## src/rtl/hazard_ctrl_pkg.sv

```systemverilog
// Shared types and helpers for the pipeline stall/flush sequencer.
package hazard_ctrl_pkg;

    typedef enum logic [1:0] {
        RUN      = 2'd0,
        LW_STALL = 2'd1,
        MC_WAIT  = 2'd2
    } hsc_state_t;

    // Watchdog width; holds values up to max_cycles-1.
    function automatic int unsigned hsc_wd_width(input int unsigned max_cycles);
        return (max_cycles < 2) ? 1 : $clog2(max_cycles);
    endfunction

endpackage

```

## src/rtl/hsc_sat_counter.sv

```systemverilog
// Saturating event counter: counts i_inc cycles and holds at all-ones.
module hsc_sat_counter #(
    parameter int unsigned CNT_W = 16
) (
    input  logic             i_clk,
    input  logic             i_rst,
    input  logic             i_inc,
    output logic [CNT_W-1:0] o_cnt
);

    logic [CNT_W-1:0] r_cnt;

    always_ff @(posedge i_clk or posedge i_rst) begin
        if (i_rst) begin
            r_cnt <= '0;
        end else if (i_inc && (r_cnt != {CNT_W{1'b1}})) begin
            r_cnt <= r_cnt + CNT_W'(1);
        end
    end

    assign o_cnt = r_cnt;

endmodule

```

## src/rtl/hazard_stall_ctrl.sv

```systemverilog
// Stall/flush sequencer for the 5-stage pipeline.
// Optional perf counters are built when HSC_PERF_CNT_EN is defined.
module hazard_stall_ctrl
    import hazard_ctrl_pkg::*;
#(
    parameter int unsigned MC_MAX_CYCLES = 32,
    parameter int unsigned CNT_W         = 16
) (
    input  logic             clk,
    input  logic             rst,
    input  logic             lw_stall,
    input  logic             mc_start,
    input  logic             mc_done,
    input  logic             branch_taken,
    output logic             pc_we,
    output logic             ifid_we,
    output logic             idex_we,
    output logic             ifid_flush,
    output logic             idex_bubble,
    output logic             exmem_bubble,
    output logic             mc_busy,
    output logic             mc_timeout,
    output logic [CNT_W-1:0] lw_stall_cnt,
    output logic [CNT_W-1:0] mc_stall_cnt,
    output logic [CNT_W-1:0] flush_cnt
);

    localparam int unsigned WD_W = hsc_wd_width(MC_MAX_CYCLES);

    hsc_state_t       r_state;
    hsc_state_t       w_state_next;
    logic [WD_W-1:0]  r_wd;
    logic             r_timeout;
    logic             w_wd_expired;
    logic             w_timeout_set;

    assign w_wd_expired = (r_wd == WD_W'(MC_MAX_CYCLES - 1));

    always_comb begin
        w_state_next  = r_state;
        w_timeout_set = 1'b0;
        pc_we         = 1'b0;
        ifid_we       = 1'b0;
        idex_we       = 1'b0;
        ifid_flush    = 1'b0;
        idex_bubble   = 1'b0;
        exmem_bubble  = 1'b0;
        mc_busy       = 1'b0;
        if (!rst) begin
            case (r_state)
                MC_WAIT: begin
                    mc_busy = 1'b1;
                    if (mc_done || w_wd_expired) begin
                        pc_we         = 1'b1;
                        ifid_we       = 1'b1;
                        idex_we       = 1'b1;
                        w_timeout_set = !mc_done;
                        w_state_next  = RUN;
                    end else begin
                        exmem_bubble = 1'b1;
                    end
                end
                // RUN, LW_STALL and the unused encoding share one decode.
                default: begin
                    pc_we   = 1'b1;
                    ifid_we = 1'b1;
                    idex_we = 1'b1;
                    if (branch_taken) begin
                        ifid_flush   = 1'b1;
                        idex_bubble  = 1'b1;
                        w_state_next = RUN;
                    end else if (lw_stall && (r_state != LW_STALL)) begin
                        pc_we        = 1'b0;
                        ifid_we      = 1'b0;
                        idex_bubble  = 1'b1;
                        w_state_next = LW_STALL;
                    end else if (mc_start) begin
                        w_state_next = MC_WAIT;
                    end else begin
                        w_state_next = RUN;
                    end
                end
            endcase
        end
    end

    always_ff @(posedge clk or posedge rst) begin
        if (rst) begin
            r_state   <= RUN;
            r_wd      <= '0;
            r_timeout <= 1'b0;
        end else begin
            r_state <= w_state_next;
            // Held at zero outside MC_WAIT, so every op starts from a cleared watchdog.
            if (r_state != MC_WAIT) begin
                r_wd <= '0;
            end else begin
                r_wd <= r_wd + WD_W'(1);
            end
            if (w_timeout_set) begin
                r_timeout <= 1'b1;
            end
        end
    end

    assign mc_timeout = r_timeout;

`ifdef HSC_PERF_CNT_EN
    logic w_lw_evt;
    logic w_mc_evt;
    logic w_flush_evt;

    // A bubble without a flush can only come from a load-use stall.
    assign w_lw_evt    = idex_bubble && !ifid_flush;
    assign w_mc_evt    = mc_busy && !mc_done;
    assign w_flush_evt = ifid_flush;

    hsc_sat_counter #(.CNT_W(CNT_W)) u_lw_cnt (
        .i_clk (clk),
        .i_rst (rst),
        .i_inc (w_lw_evt),
        .o_cnt (lw_stall_cnt)
    );

    hsc_sat_counter #(.CNT_W(CNT_W)) u_mc_cnt (
        .i_clk (clk),
        .i_rst (rst),
        .i_inc (w_mc_evt),
        .o_cnt (mc_stall_cnt)
    );

    hsc_sat_counter #(.CNT_W(CNT_W)) u_flush_cnt (
        .i_clk (clk),
        .i_rst (rst),
        .i_inc (w_flush_evt),
        .o_cnt (flush_cnt)
    );
`else
    assign lw_stall_cnt = '0;
    assign mc_stall_cnt = '0;
    assign flush_cnt    = '0;
`endif

endmodule

```

## config.mk

```make
export PLATFORM = sky130hd
export DESIGN_NAME = hazard_stall_ctrl
export DESIGN_NICKNAME = d
export VERILOG_FILES = /design/src/rtl/hazard_ctrl_pkg.sv /design/src/rtl/hsc_sat_counter.sv /design/src/rtl/hazard_stall_ctrl.sv
export SDC_FILE = /design/constraint.sdc
export NUM_CORES = 1
export LEC_CHECK = 0
export ABC_AREA = 1
export BUFFER_PORTS_ARGS = -buffer_cell sky130_fd_sc_hd__buf_4
export CORE_AREA = 10 10 54 56
export CTS_BUF_LIST = sky130_fd_sc_hd__clkbuf_2 sky130_fd_sc_hd__clkbuf_4 sky130_fd_sc_hd__clkbuf_8
export DETAILED_ROUTE_END_ITERATION = 10
export DIE_AREA = 0 0 64 66
export PLACE_DENSITY = 0.85
export SLEW_MARGIN = 20
export SYNTH_ARGS = -nofsm -noshare
export SYNTH_HDL_FRONTEND = slang
export SYNTH_SLANG_ARGS = --single-unit
```

## constraint.sdc

```tcl
create_clock -name clk -period 3.3 [get_ports clk]
set_input_delay 0.66 -clock clk [delete_from_list [all_inputs] [get_ports clk]]
set_output_delay 0.66 -clock clk [all_outputs]
set_load 0.05 [all_outputs]
```

==> qor.csv, run 1 <==
metric;value;unit
Tmin final;2420;ps
CTS root buffer;clkbuf_4;
Setup violations, final;0;
Synth Register Bits;8;
Final Max Slew Viols;0;
gp weighted congestion;0.752;
IO Port Bufs;13;
HP Class;primary input to asynchronous set/reset pin;
Finished Core Util;40.5;%
largest net degree at the start of global routing;12;
peak supply drop;200;uV
FMAX;414;MHz
commonest non-fill, non-tap cell in the layout;conb_1;
Post-Syn Instances;105;
total gr overflow;0;
crit path max fanout;3;
Critical Path Stages;9;
# resized after CTS;0;
sum of buffers and inverters on the critical path;1;
vias in the first global route;523;
fill cell count;207;
die area;4220;sq um
cell family with most CP delay;simple AND/OR/NAND/NOR gates;
CTS tree;built;
CTS Buf Count;3;
first-pass GRT wire length;2480;um
startpoint types;register;
most frequent cells in the layout;48 x conb_1, 13 x buf_4, 9 x nor2_1, 8 x inv_1, 8 x dfrtp_1;
total power;0.373;mW
post-route cell area;771;sq um
share of cells above drive strength 1;22.7;%
total placed cells including tap cells;143;
WS Path Type;register to output port;
PwrDens;484;nW/um^2
Lkg Pwr;0.469;nW
period utilisation layout;73.3;%
Seq. cell area;200;sq um
hold_ws;346;ps
CP Cell Sequence;ha_1 > nand2_1 > nor2_1 > ha_1 > nor2_1 > nand2_2 > nand2_2 > nor2_2 > buf_4;
# rows;16;
Post-CTS Setup Inserts;0;
Max-Cap Viols;0;
Final nets;129;
Worst R2R Path Depth;8;
clk buf depth;2;
Netlist cell types;15;
post-route setup TNS;0;ps
initial antenna violation count;0;
CP arrival;1760;ps
Via Count;502;
Syn Area/Cell;7.70;sq um
Post-Syn Area;808;sq um
DRT antenna net count;0;
H-tree Lvls;1;
dpl cell area;748;sq um
die width;64;um
DP HPWL;1420;um
Total Wirelength;1540;um
CTS sink cnt;8;
CP max-delay cell;dfrtp_1;
Initial Util;42.5;%
critical path endpoint category;output port;
routed vias/inst;3.44;
Area Growth Syn to Fin;-4.64;%
crit-path max cell delay;370;ps
Synth Warn #;0;
Worst-path clk slew;50;ps
final count of hold timing violations;0;
Multi-input gate area;379;sq um
RSZ-0062 raised after global routing;false;
Core ar.;1900;sq um
# IOs;62;
Final Non-Filler Cells;146;
routed len/inst;10.5;um
hold_buf cts;0;
drt pass-1 iters;4;
Layout Skew;1.71;ps
DRC violations left;0;
Antenna diodes;0;
worst skew pair latency;240;ps
sequential-to-total area share from yosys stat;24.8;%
CP required;2640;ps
All-Layer GR Usage;7.07;%
worst setup slack after layout;882;ps
number of DRC markers in iteration 0;10;
Die H;66;um
outcome;completed;
pre-CTS setup slack;1140;ps
-- path summary, 6_finish.rpt --
path / slack, ps / to / start
hold / removal: 350 / mc_timeout$_DFFE_PP0P_ / rst
hold reg to reg: 460 / r_wd[0]$_DFF_PP0_ / r_wd[0]$_DFF_PP0_
setup / recovery: 880 / pc_we / r_wd[0]$_DFF_PP0_
min in group clk: 460 / r_wd[0]$_DFF_PP0_ / r_wd[0]$_DFF_PP0_
max in group asynchronous: 2760 / r_state[0]$_DFFE_PP0P_ / rst
setup reg to reg: 1720 / r_state[0]$_DFFE_PP0P_ / r_wd[0]$_DFF_PP0_
-- kinds of logic (layout without fill, tap and decap cells) --
kind of cell             after synthesis  in the layout  share of synthesized area [%]
other                                  1             48                          0.464
buffers and inverters                 59             26                           50.2
adder cells (fa/ha/maj)                2              2                           3.10
AO/OA/AOI/OAI                          7              7                           4.33
AND/OR/NAND/NOR                       28             28                           17.2
flip-flops                             8              8                           24.8
-- report_power, final --
part	switching, mW	leakage (nW)	internal (mW)
clock network	0.0302	0.0138	0.0414
logic	0.171	0.352	0.0222
registers	0.00553	0.103	0.103
-- area by class of cell --
cell class | count | area share, %
multi-input cells | 85 | 49.2
flip-flops and latches | 8 | 26.0
repair buffers | 13 | 12.7
inverters | 10 | 4.87
well taps | 27 | 4.38
clock buffers | 3 | 2.92
-- registers in the layout, summed over array words and instances, names as in the netlist --
register and count:
mc_timeout 1, r_state 2, r_wd 5
-- per-layer routing --
| metal | track usage (%) | share of wire [%] |
|---|---|---|
| met3 | 6.61 | 22 |
| met4 | 2.46 | 0.39 |
| met2 | 11.1 | 44 |
| met1 | 6.40 | 34 |
| met5 | 0 | 0 |
-- Yosys cell counts --
master,n,area [sq um]
nand3b_1,1,7.51
nor2_1,9,33.8
nand2_1,7,26.3
conb_1,1,3.75
inv_1,8,30.0
ha_1,2,25.0
nand3_1,2,10.0
a21oi_1,4,20.0
nand2_4,1,11.3
buf_4,49,368
o21ai_0,3,15.0
nand2_2,4,25.0
nor2_2,4,25.0
dfrtp_1,8,200
inv_2,2,7.51
(Power assumes the default switching activity.)
==> run 2: changes to the inputs <==
--- a/config.mk
+++ b/config.mk
@@ -5,13 +5,13 @@
 export SDC_FILE = /design/constraint.sdc
 export NUM_CORES = 1
 export LEC_CHECK = 0
-export ABC_AREA = 1
+export ABC_AREA = 0
 export BUFFER_PORTS_ARGS = -buffer_cell sky130_fd_sc_hd__buf_4
-export CORE_AREA = 10 10 54 56
+export CORE_AREA = 10 10 58 60
 export CTS_BUF_LIST = sky130_fd_sc_hd__clkbuf_2 sky130_fd_sc_hd__clkbuf_4 sky130_fd_sc_hd__clkbuf_8
 export DETAILED_ROUTE_END_ITERATION = 10
-export DIE_AREA = 0 0 64 66
-export PLACE_DENSITY = 0.85
+export DIE_AREA = 0 0 68 70
+export PLACE_DENSITY = 0.76
 export SLEW_MARGIN = 20
 export SYNTH_ARGS = -nofsm -noshare
 export SYNTH_HDL_FRONTEND = slang
==> constraint.sdc (replaced) <==
create_clock -name clk -period 2.1 [get_ports clk]
set_input_delay 0.42 -clock clk [delete_from_list [all_inputs] [get_ports clk]]
set_output_delay 0.42 -clock clk [all_outputs]
set_load 0.05 [all_outputs]
==> run 2 against run 1 <==
Clock power grew 76%. Total power grew 130%. Setup slack got worse by 850 ps. Register-to-register slack got worse by 940 ps. Non-clock buffer count rose by 2. Wire length grew 11%. Die area increased by 13%. Combinational power grew to 2.6 times the previous value. Largest power group unchanged. Highest routed layer unchanged.
==> qor.csv, run 2 <==
metric;value;unit;change
outcome;completed;;
hold_buf cts;0;;unchanged
gp weighted congestion;0.780;;+3.8%
CTS root buffer;clkbuf_4;;
Post-Syn Area;813;sq um;+0.62%
vias in the first global route;579;;+11%
initial antenna violation count;0;;unchanged
Switching Share;55.9;%;+0.46 points
Max-Cap Viols;0;;unchanged
total power;0.851;mW;+130%
worst setup slack after layout;33.5;ps;-849 ps
Syn Area/Cell;8.56;sq um;+11%
most frequent cells in the layout;48 x conb_1, 13 x buf_4, 8 x dfrtp_1, 4 x nor2_1, 4 x nor3_1;;
pre-CTS setup slack;208;ps;-932 ps
Core ar.;2340;sq um;+23%
HP Class;primary input to asynchronous set/reset pin;;
RSZ-0062 raised after global routing;true;;
number of DRC markers in iteration 0;17;;+7
final count of hold timing violations;0;;unchanged
DP HPWL;1480;um;+4.1%
crit-path max cell delay;350;ps;-20 ps
drt pass-1 iters;4;;unchanged
top post-synthesis cells by count;49 x buf_4, 8 x dfrtp_1, 5 x nor2_1;;
Antenna diodes;0;;unchanged
EDFF count, synth;0;;unchanged
cell family with most CP delay;simple AND/OR/NAND/NOR gates;;
share of cells above drive strength 1;22.7;%;+0.038 points
Netlist cell types;24;;+9
total gr overflow;0;;unchanged
Layout Skew;0.491;ps;-1.22 ps
CTS Buf Count;3;;unchanged
Area Growth Syn to Fin;2.62;%;
Async SR Flop Fraction;100;%;unchanged
routed len/inst;12.2;um;+16%
Int Pwr;0.375;mW;+130%
Largest Register;r_wd;;
fill cell count;261;;+26%
CTS tree;built;;
IO Port Bufs;13;;unchanged
Post-Syn Instances;95;;-9.5%
All-Layer GR Usage;6.67;%;-0.40 points
FMAX;484;MHz;
peak supply drop;415;uV;+110%
Comb pwr share;59.7;%;+7.9 points
die width;68;um;+6.3%
sum of buffers and inverters on the critical path;1;;unchanged
share of the synthesized area in the top cell type;45.2;%;-0.28 points
Initial Util;34.7;%;-7.8 points
Synth Warn #;0;;unchanged
Setup violations, final;0;;unchanged
Tmin final;2070;ps;
crit path max fanout;3;;unchanged
Die H;70;um;+6.1%
PwrDens;1020;nW/um^2;+110%
H-tree Lvls;1;;unchanged
sequential share of power;25.5;%;-3.5 points
Final nets;120;;-7.0%
clk buf depth;2;;unchanged
CP arrival;1650;ps;-110 ps
WS Path Type;register to output port;;
critical path endpoint category;output port;;
first-pass GRT wire length;2510;um;+1.4%
CP Cell Sequence;ha_2 > and3_4 > ha_4 > nor2_4 > a21oi_4 > and2_4 > buf_8;;
Worst-path clk slew;60;ps;about the same
switching power;0.475;mW;+130%
routed vias/inst;3.64;;+5.7%
Finished Core Util;35.6;%;-4.9 points
Synth Register Bits;8;;unchanged
DRT antenna net count;0;;unchanged
# rows;18;;+2
synth top area cells;buf_4 45%, dfrtp_1 25%, ha_1 3.1%;;
sequential-to-total area share from yosys stat;24.6;%;-0.15 points
Main synth FF type;dfrtp_1;;
Total Wirelength;1700;um;+11%
# IOs;62;;unchanged
Final Max Slew Viols;0;;unchanged
CP max-delay cell;dfrtp_1;;
startpoint types;register;;
max reg flops;5;;unchanged
die area;4760;sq um;+13%
worst skew pair latency;260;ps;+20 ps
part of the power in the clock network;14.8;%;-4.4 points
commonest non-fill, non-tap cell in the layout;conb_1;;
period utilisation layout;98.4;%;
most common cell in the netlist;buf_4;;
CP required;1680;ps;-960 ps
dominant cell type by area after synthesis;buf_4;;
largest net degree at the start of global routing;10;;-2
Via Count;509;;+1.4%
CTS sink cnt;8;;unchanged
DRC violations left;0;;unchanged
Lkg Pwr;0.474;nW;+1.1%
[run 2: changes by cell type after synthesis, sizes merged, moves of 3 or more]
cell,delta
nor3,+4
nand2,-12
o21ai,-3
inv,-7
nor2,-8
and2,+3
[run 2: worst register-to-register path, delay by kind of cell (launching register included)]
family | cells | cell delay, ps
simple gates | 2 | 270
fa+ha+maj | 2 | 360
compound gates | 2 | 230
flops | 1 | 380
[run 2: cells by family (layout without fill, tap and decap cells)]
group	after synthesis	count (layout)	share of synthesized area (%)
simple gates	22	22	15.1
flops	8	8	24.6
xor+xnor	2	2	2.15
other cells	1	48	0.461
compound gates	7	7	7.38
buf+inv	53	21	47.2
fa+ha+maj	2	2	3.08
[run 2: path summary, 6_finish.rpt]
kind	to	start	cells after the start	slack, ps
setup / recovery	pc_we	r_wd[0]$_DFF_PP0_	7	30
hold / removal	r_wd[3]$_DFF_PP0_	rst	3	200
setup reg to reg	r_state[1]$_DFFE_PP0P_	r_wd[0]$_DFF_PP0_	6	780
hold reg to reg	mc_timeout$_DFFE_PP0P_	mc_timeout$_DFFE_PP0P_	1	470
max in group asynchronous	r_state[0]$_DFFE_PP0P_	rst	3	1770
min in group clk	mc_timeout$_DFFE_PP0P_	mc_timeout$_DFFE_PP0P_	1	470
[run 2: metrics by stage]
step | setup TNS, ps | cell area (sq um) | hold slack [ps] | instances
6_report | 0 | 835 | 202 | 140
2_1_floorplan | -48.7 | 1020 | 420 | 142
5_1_grt | -59.9 | 835 | 207 | 140
3_3_place_gp | 0 | 785 | 441 | 136
3_5_place_dp | 0 | 785 | 458 | 136
4_1_cts | 0 | 835 | 194 | 140
[run 2: what timing repair did]
| item | CTS | global route |
|---|---|---|
| setup buffers | 1 | 0 |
| resized for setup | 5 | 0 |
| pin swaps | 3 | 0 |
| endpoints found under the setup margin | 3 | 2 |
[run 2: layout make-up]
type,count,area (sq um),share of cell area (%)
Multi-Input combinational cell,81,435,52.2
Sequential cell,8,200,24.0
Timing Repair Buffer,15,128,15.3
Tap cell,30,37.5,4.50
Clock buffer,3,22.5,2.70
Inverter,3,11.3,1.35
[run 2: metal layers]
metal / track usage (%) / vias to the layer above / share of wire (%)
met5: 0 / - / 0
met1: 6.70 / 230 / 38
met4: 4.70 / 0 / 2.1
li1: - / 240 / -
met2: 11.2 / 36 / 52
met3: 1.91 / 3 / 7.7
[run 2: power by group through the flow]
stage / sequential, mW / clock, mW / combinational, mW
floorplan: 0.212 / 0 / 0.480
global placement: 0.218 / 0 / 0.467
detailed placement: 0.220 / 0 / 0.475
CTS: 0.215 / 0.132 / 0.507
global route: 0.219 / 0.139 / 0.533
finish: 0.217 / 0.126 / 0.508
